--- config.mk ---
export PLATFORM = sky130hd
export DESIGN_NAME = pedestrian_request_latch
export DESIGN_NICKNAME = d
export VERILOG_FILES = /design/src/rtl/traffic_pkg.sv /design/src/rtl/request_channel.sv /design/src/rtl/pedestrian_request_latch.sv
export SDC_FILE = /design/constraint.sdc
export NUM_CORES = 1
export LEC_CHECK = 0
export ABC_AREA = 1
export CAP_MARGIN = 20
export CORE_MARGIN = 1
export CORE_UTILIZATION = 39
export CTS_BUF_LIST = sky130_fd_sc_hd__clkbuf_16
export DETAILED_ROUTE_END_ITERATION = 7
export PLACE_DENSITY = 0.58
export SLEW_MARGIN = 20
export SYNTH_ARGS = -nofsm -noshare
export SYNTH_HDL_FRONTEND = slang
export SYNTH_HIERARCHICAL = 1
export SYNTH_SLANG_ARGS = --single-unit
--- constraint.sdc ---
create_clock -name clk -period 1.7 [get_ports clk]
set_input_delay 0.34 -clock clk [delete_from_list [all_inputs] [get_ports clk]]
set_output_delay 0.34 -clock clk [all_outputs]
set_load 0.02 [all_outputs]
--- src/rtl/traffic_pkg.sv ---
// rtl/traffic_pkg.sv - shared channel state, channel indices and debounce default
package traffic_pkg;

  typedef enum logic [1:0] {
    IDLE    = 2'd0,
    PENDING = 2'd1,
    LOCKOUT = 2'd2
  } chan_state_e;

  localparam int unsigned CH_SB_LEFT = 0;
  localparam int unsigned CH_NS_WALK = 1;
  localparam int unsigned CH_EW_WALK = 2;

  localparam int unsigned DEBOUNCE_CYCLES_DEFAULT = 4;

endpackage

--- src/rtl/request_channel.sv ---
// rtl/request_channel.sv - one key: synchronizer, debounce, press detect, request FSM
module request_channel
  import traffic_pkg::*;
#(
  parameter int unsigned DEBOUNCE_CYCLES = DEBOUNCE_CYCLES_DEFAULT
) (
  input  logic clk,
  input  logic reset,
  input  logic not_key,
  input  logic served,
  output logic key_level,
  output logic request,
  output logic request_next
);

  localparam logic [7:0] COUNT_LAST = 8'(DEBOUNCE_CYCLES - 1);

  logic        sync_meta;
  logic        sync_level;
  logic        key_prev;
  logic        press;
  logic [7:0]  count;
  chan_state_e state;
  chan_state_e state_next;

  always_ff @(posedge clk) begin
    if (reset) begin
      sync_meta  <= 1'b0;
      sync_level <= 1'b0;
      count      <= '0;
      key_level  <= 1'b0;
      key_prev   <= 1'b0;
      state      <= IDLE;
      request    <= 1'b0;
    end else begin
      sync_meta  <= ~not_key;
      sync_level <= sync_meta;
      if (sync_level == key_level) begin
        count <= '0;
      end else if (count == COUNT_LAST) begin
        count     <= '0;
        key_level <= ~key_level;
      end else begin
        count <= count + 8'd1;
      end
      key_prev <= key_level;
      state    <= state_next;
      request  <= request_next;
    end
  end

  // Press is derived from registered levels, so it lands one cycle after key_level rises.
  assign press = key_level & ~key_prev;

  always_comb begin
    state_next = state;
    case (state)
      IDLE:    if (press) state_next = PENDING;
      PENDING: if (served) state_next = key_level ? LOCKOUT : IDLE;
      LOCKOUT: if (!key_level) state_next = IDLE;
      default: state_next = IDLE;
    endcase
  end

  assign request_next = (state_next == PENDING);

endmodule

--- src/rtl/pedestrian_request_latch.sv ---
// rtl/pedestrian_request_latch.sv - three independent debounced, latched pedestrian requests
module pedestrian_request_latch
  import traffic_pkg::*;
#(
  parameter int unsigned DEBOUNCE_CYCLES = DEBOUNCE_CYCLES_DEFAULT
) (
  input  logic       clk,
  input  logic       reset,
  input  logic [2:0] not_keys,
  input  logic [2:0] served,
  output logic [2:0] request,
  output logic       walk_request,
  output logic [2:0] key_level
);

  logic [2:0] request_next;

  for (genvar i = 0; i < 3; i++) begin : g_chan
    request_channel #(
      .DEBOUNCE_CYCLES(DEBOUNCE_CYCLES)
    ) u_chan (
      .clk         (clk),
      .reset       (reset),
      .not_key     (not_keys[i]),
      .served      (served[i]),
      .key_level   (key_level[i]),
      .request     (request[i]),
      .request_next(request_next[i])
    );
  end

  // Built from next-state so it changes on the same edge as the request bits.
  always_ff @(posedge clk) begin
    if (reset) begin
      walk_request <= 1'b0;
    end else begin
      walk_request <= request_next[CH_NS_WALK] | request_next[CH_EW_WALK];
    end
  end

endmodule

# == Yosys cells after proc, flatten, opt, wreduce, memory -nomap -nowiden ==
# Cells that the tools add are included.
# totals
output_inout_bits,7
reg_bits,46
wordCells,80
inputBits,8
# op_classes
muxes,15
n_bitwise,16
eq_ne,15
addsub,3
reduce_logical,9
# op_table
op,count
8-bit by 1-bit adder with 8-bit output (second input constant),3
8-bit by 2-bit equality test with 1-bit output (second input constant),3
2-bit 2-to-1 mux,12
2-bit one-hot mux with 3 select lines,3
2-bit by 1-bit equality test with 1-bit output (second input constant),6
1-bit NOT,12
3-bit OR reduction,3
2-bit equality test (second input constant),3
2-bit zero test,3
2-bit AND reduction,3
1-bit bitwise AND,3
1-bit equality test,3
1-bit bitwise OR,1

# == Depth between registers and ports, before layout ==
# depth
ltp_word,6
mapped_depth,6
mapped_depth_nobuf,6

# == Cells and area by module ==
# Netlist, hierarchy kept.
# modules_own_cells
module,cells_per_inst,instances,seq_area_each_um2,area_per_inst_um2
request_channel,90,3,300.3,654.4
pedestrian_request_latch,3,1,20.0,27.5

# == Worst setup path before layout ==
# OpenSTA, ideal clock, no wires.
# synth_timing
kind,register -> register
start,register g_chan[0].u_chan.count[0]
end,register g_chan[0].u_chan.count[0]
arrival_ns,0.966
setup_time_ns,0.116
period_less_slack_ns,1.082
required_ns,1.584
n_path_buf,0
stages_incl_launch_ff,7
slack_ns,0.618
path_cell_list,dfxtp_1 ha_1 nand2_1 nor2_2 nand2_2 nand2_4 nor2_1
# synth_via
elab_chain_cells,2
elab_cells_between_ends,3
classes_between,add/sub: 1; eq/ne: 1; reduce/logical: 1
# synth_rtl
item,line,source
start: declaration,request_channel.sv:22,logic [7:0] count;
start signal: assignment,request_channel.sv:44,count <= count + 8'd1;
branches (longest 2 deep; another with 8-bit by 1-bit adder with 8-bit output),-,
# Several ways; the timed one is not identified.
# A chain may end at the register's enable or synchronous reset.

# == Final worst setup path ==
# layout_timing
start,register g_chan[0].u_chan.key_level
end,output port key_level[0]
# layout_rtl
item,line,source
start: declaration,request_channel.sv:11,"output logic key_level,"
start signal: assignment,request_channel.sv:42,key_level <= ~key_level;
end: declaration,pedestrian_request_latch.sv:13,output logic [2:0] key_level
# No word-level cell between the ends.

==> qor.yml <==
floorplan:
  die_w_um: 73.4
  pin_count: 15
  die_area_um2: 5380
  start_util_pct: 41.2
  die_h_um: 73.4
  fp-row-count: 25
  fp.coreArea_um2: 4820
clock_tree:
  htreeDepth: 2
  clock_latency_ns: 0.28
  clkSlewWorstSetupHoldPaths_ns: 0.06
  tritoncts: "done"
  cts_buffer_depth: 2
  cts_hold_buf: 0
  clock-sinks: 46
  post_cts_buffers: 0
  ctsResizeCount: 0
  cts-root-buf: "clkbuf_16"
  numCtsBuffers: 5
grt:
  grt_pass1_vias: 1426
  track_usage_pct: 14.6
  grt_max_degree: 16
  overflow: 0
  antenna_found_initial: 0
  grt_pass1_wl_um: 6010
critical_path:
  crit_type: "reg -> out"
  r2r_setup_slack_ns: 0.47
  r2r_end: "g_chan[0].u_chan/count[0]$_SDFF_PP0_"
  crit_arrival_ns: 1.29
  cp-startpoint: "g_chan[0].u_chan/key_level$_SDFFE_PP0P_"
  critPathBufInv: 1
  reg2reg_from: "g_chan[0].u_chan/count[0]$_SDFF_PP0_"
  endpoint: "key_level[0]"
  cp_top_family: "buffers and inverters"
  cp_cell_sequence: "clkdlybuf4s50_1"
  r2r_cells: 6
  worstSetupStartpointType: "register"
  cp.depth: 1
  cp-end-kind: "output port"
  critPathRequiredTime_ns: 1.36
  critPathMaxFanout: 4
  slowest_stage: "clkdlybuf4s50_1"
  cpPeakStageDelay_ns: 0.62
drt:
  via_count: 1567
  drt_iter0_markers: 47
  dr.pass1.iters: 4
  finalWirelength_um: 3300
  drc_errors: 0
  antenna_left: 0
  viasPerCell: 4.32
  wl_per_cell_um: 9.08
power:
  p_switching_w: 0.000423
  seq_power_share_pct: 45.9
  p_per_area_nw_per_um2: 983
  comb_power_share_pct: 2.2
  p_leak_nw: 0.988
  swShare_pct: 17.8
  ir_worst_vdd_v: 0.000638
  pwr-share-clk_pct: 52.0
  p_int_w: 0.00196
synthesis:
  syn_nets: 283
  post_synth.cell_area_avg_um2: 7.30
  ys_warn_count: 6
  synth_area_um2: 1990
  syn_inst: 272
layout:
  diodes: 0
  fillers: 491
  drive_gt1_share_pct: 15.5
  area_growth_syn_to_layout_pct: 21.8
  nets: 306
  finalNonFillerCells: 363
hold_path:
  hp-start: "g_chan[1].u_chan/sync_meta$_SDFF_PP0_"
  worstHoldPathType: "reg -> reg"
sta:
  setup_violations: 0
  rsz0062_at_grt: "false"
  tns_ns: 0
  drv_slew: 0
  relSlewSlack_pct: 81.0
  skew_ns: 0.00513
  period_share_pct: 95.9
  hold_violations: 0
  worst_slew_pin_slew_ns: 0.284
  period_needed_ns: 1.63
  max_freq_ghz: 0.614
placement:
  io_buffers: 14
  numPlacedInstances: 355
  gp_congestion: 0.774
  hpwl_um: 2530
flow_run:
  max-cap-violations: 0
run_status:
  status: "completed"
## placed cells by master (no fill, tap or decap), types with 5 or more instances in the layout
cell type	count
nor2_1	58
nand2_1	57
dfxtp_1	46
inv_1	33
nand3_1	18
clkdlybuf4s50_1	14
a21oi_2	12
inv_2	6
nand2_2	6
nor2_2	6
o21ai_0	6
nor3_1	6
clkbuf_16	5
## metrics by stage
step | utilization (%) | total power [W] | setup WS, ns | area (um2) | hold WS (ns)
after floorplan | - | 0.00114 | 0.618 | 1990 | 0.388
after global placement | 46.2 | 0.00117 | 0.160 | 2230 | 0.392
after detailed placement | 46.2 | 0.00117 | 0.136 | 2230 | 0.394
after CTS | 50.2 | 0.00242 | 0.0468 | 2420 | 0.403
after global routing | 50.2 | 0.00246 | 0.000180 | 2420 | 0.430
final | 50.2 | 0.00238 | 0.0704 | 2420 | 0.403
## worst min-delay path by stage
stage | endpoint | slack, ns | cells after the start
after floorplan | g_chan[0].u_chan/sync_level$_SDFF_PP0_ | 0.39 | 2
after global placement | g_chan[2].u_chan/sync_level$_SDFF_PP0_ | 0.39 | 2
after detailed placement | g_chan[1].u_chan/sync_level$_SDFF_PP0_ | 0.39 | 2
after CTS | g_chan[1].u_chan/sync_level$_SDFF_PP0_ | 0.40 | 2
after global routing | g_chan[0].u_chan/sync_level$_SDFF_PP0_ | 0.43 | 2
final | g_chan[1].u_chan/sync_level$_SDFF_PP0_ | 0.40 | 2
## state kept, by name, indices dropped and copies added, names as in the netlist
| name | cells |
|---|---|
| g_chan.u_chan/count | 24 |
| g_chan.u_chan/sync_level | 3 |
| g_chan.u_chan/key_level | 3 |
| g_chan.u_chan/state | 6 |
| g_chan.u_chan/key_prev | 3 |
| g_chan.u_chan/request | 3 |
| g_chan.u_chan/sync_meta | 3 |
| walk_request | 1 |
## worst register-to-register path, stage by stage, from the launching register on
cell     delay, ns
dfxtp_1       0.38
ha_1          0.23
nand2_1       0.12
nor2_2        0.16
nand2_2       0.08
nand2_4       0.11
nor2_1        0.05
## final cells by class
class / instances / area [um2] / area share, %
well taps: 67 / 83.8 / 3.46
flip-flops and latches: 46 / 921 / 38.1
multi-input cells: 187 / 920 / 38.0
clock buffers: 5 / 125 / 5.17
inverters: 39 / 146 / 6.05
clock inverters: 3 / 68.8 / 2.84
repair buffers: 16 / 155 / 6.41
## power by group through the flow
| stage | registers, W | logic [W] | clock network, W |
|---|---|---|---|
| final | 0.00109 | 0.0000513 | 0.00124 |
| after floorplan | 0.00111 | 0.0000215 | 0 |
| after CTS | 0.00109 | 0.0000524 | 0.00128 |
| after global placement | 0.00112 | 0.0000517 | 0 |
| after global routing | 0.00109 | 0.0000579 | 0.00131 |
| after detailed placement | 0.00112 | 0.0000521 | 0 |
## metal layers
metal / track usage [%] / vias up / part of all wire (%)
li1: - / 881 / -
met3: 4.94 / 4 / 3.2
met4: 5.13 / 0 / 1.2
met1: 19.7 / 663 / 54
met2: 21.7 / 19 / 41
met5: 0 / - / 0
Note: power is estimated with default switching activity, not from simulation.
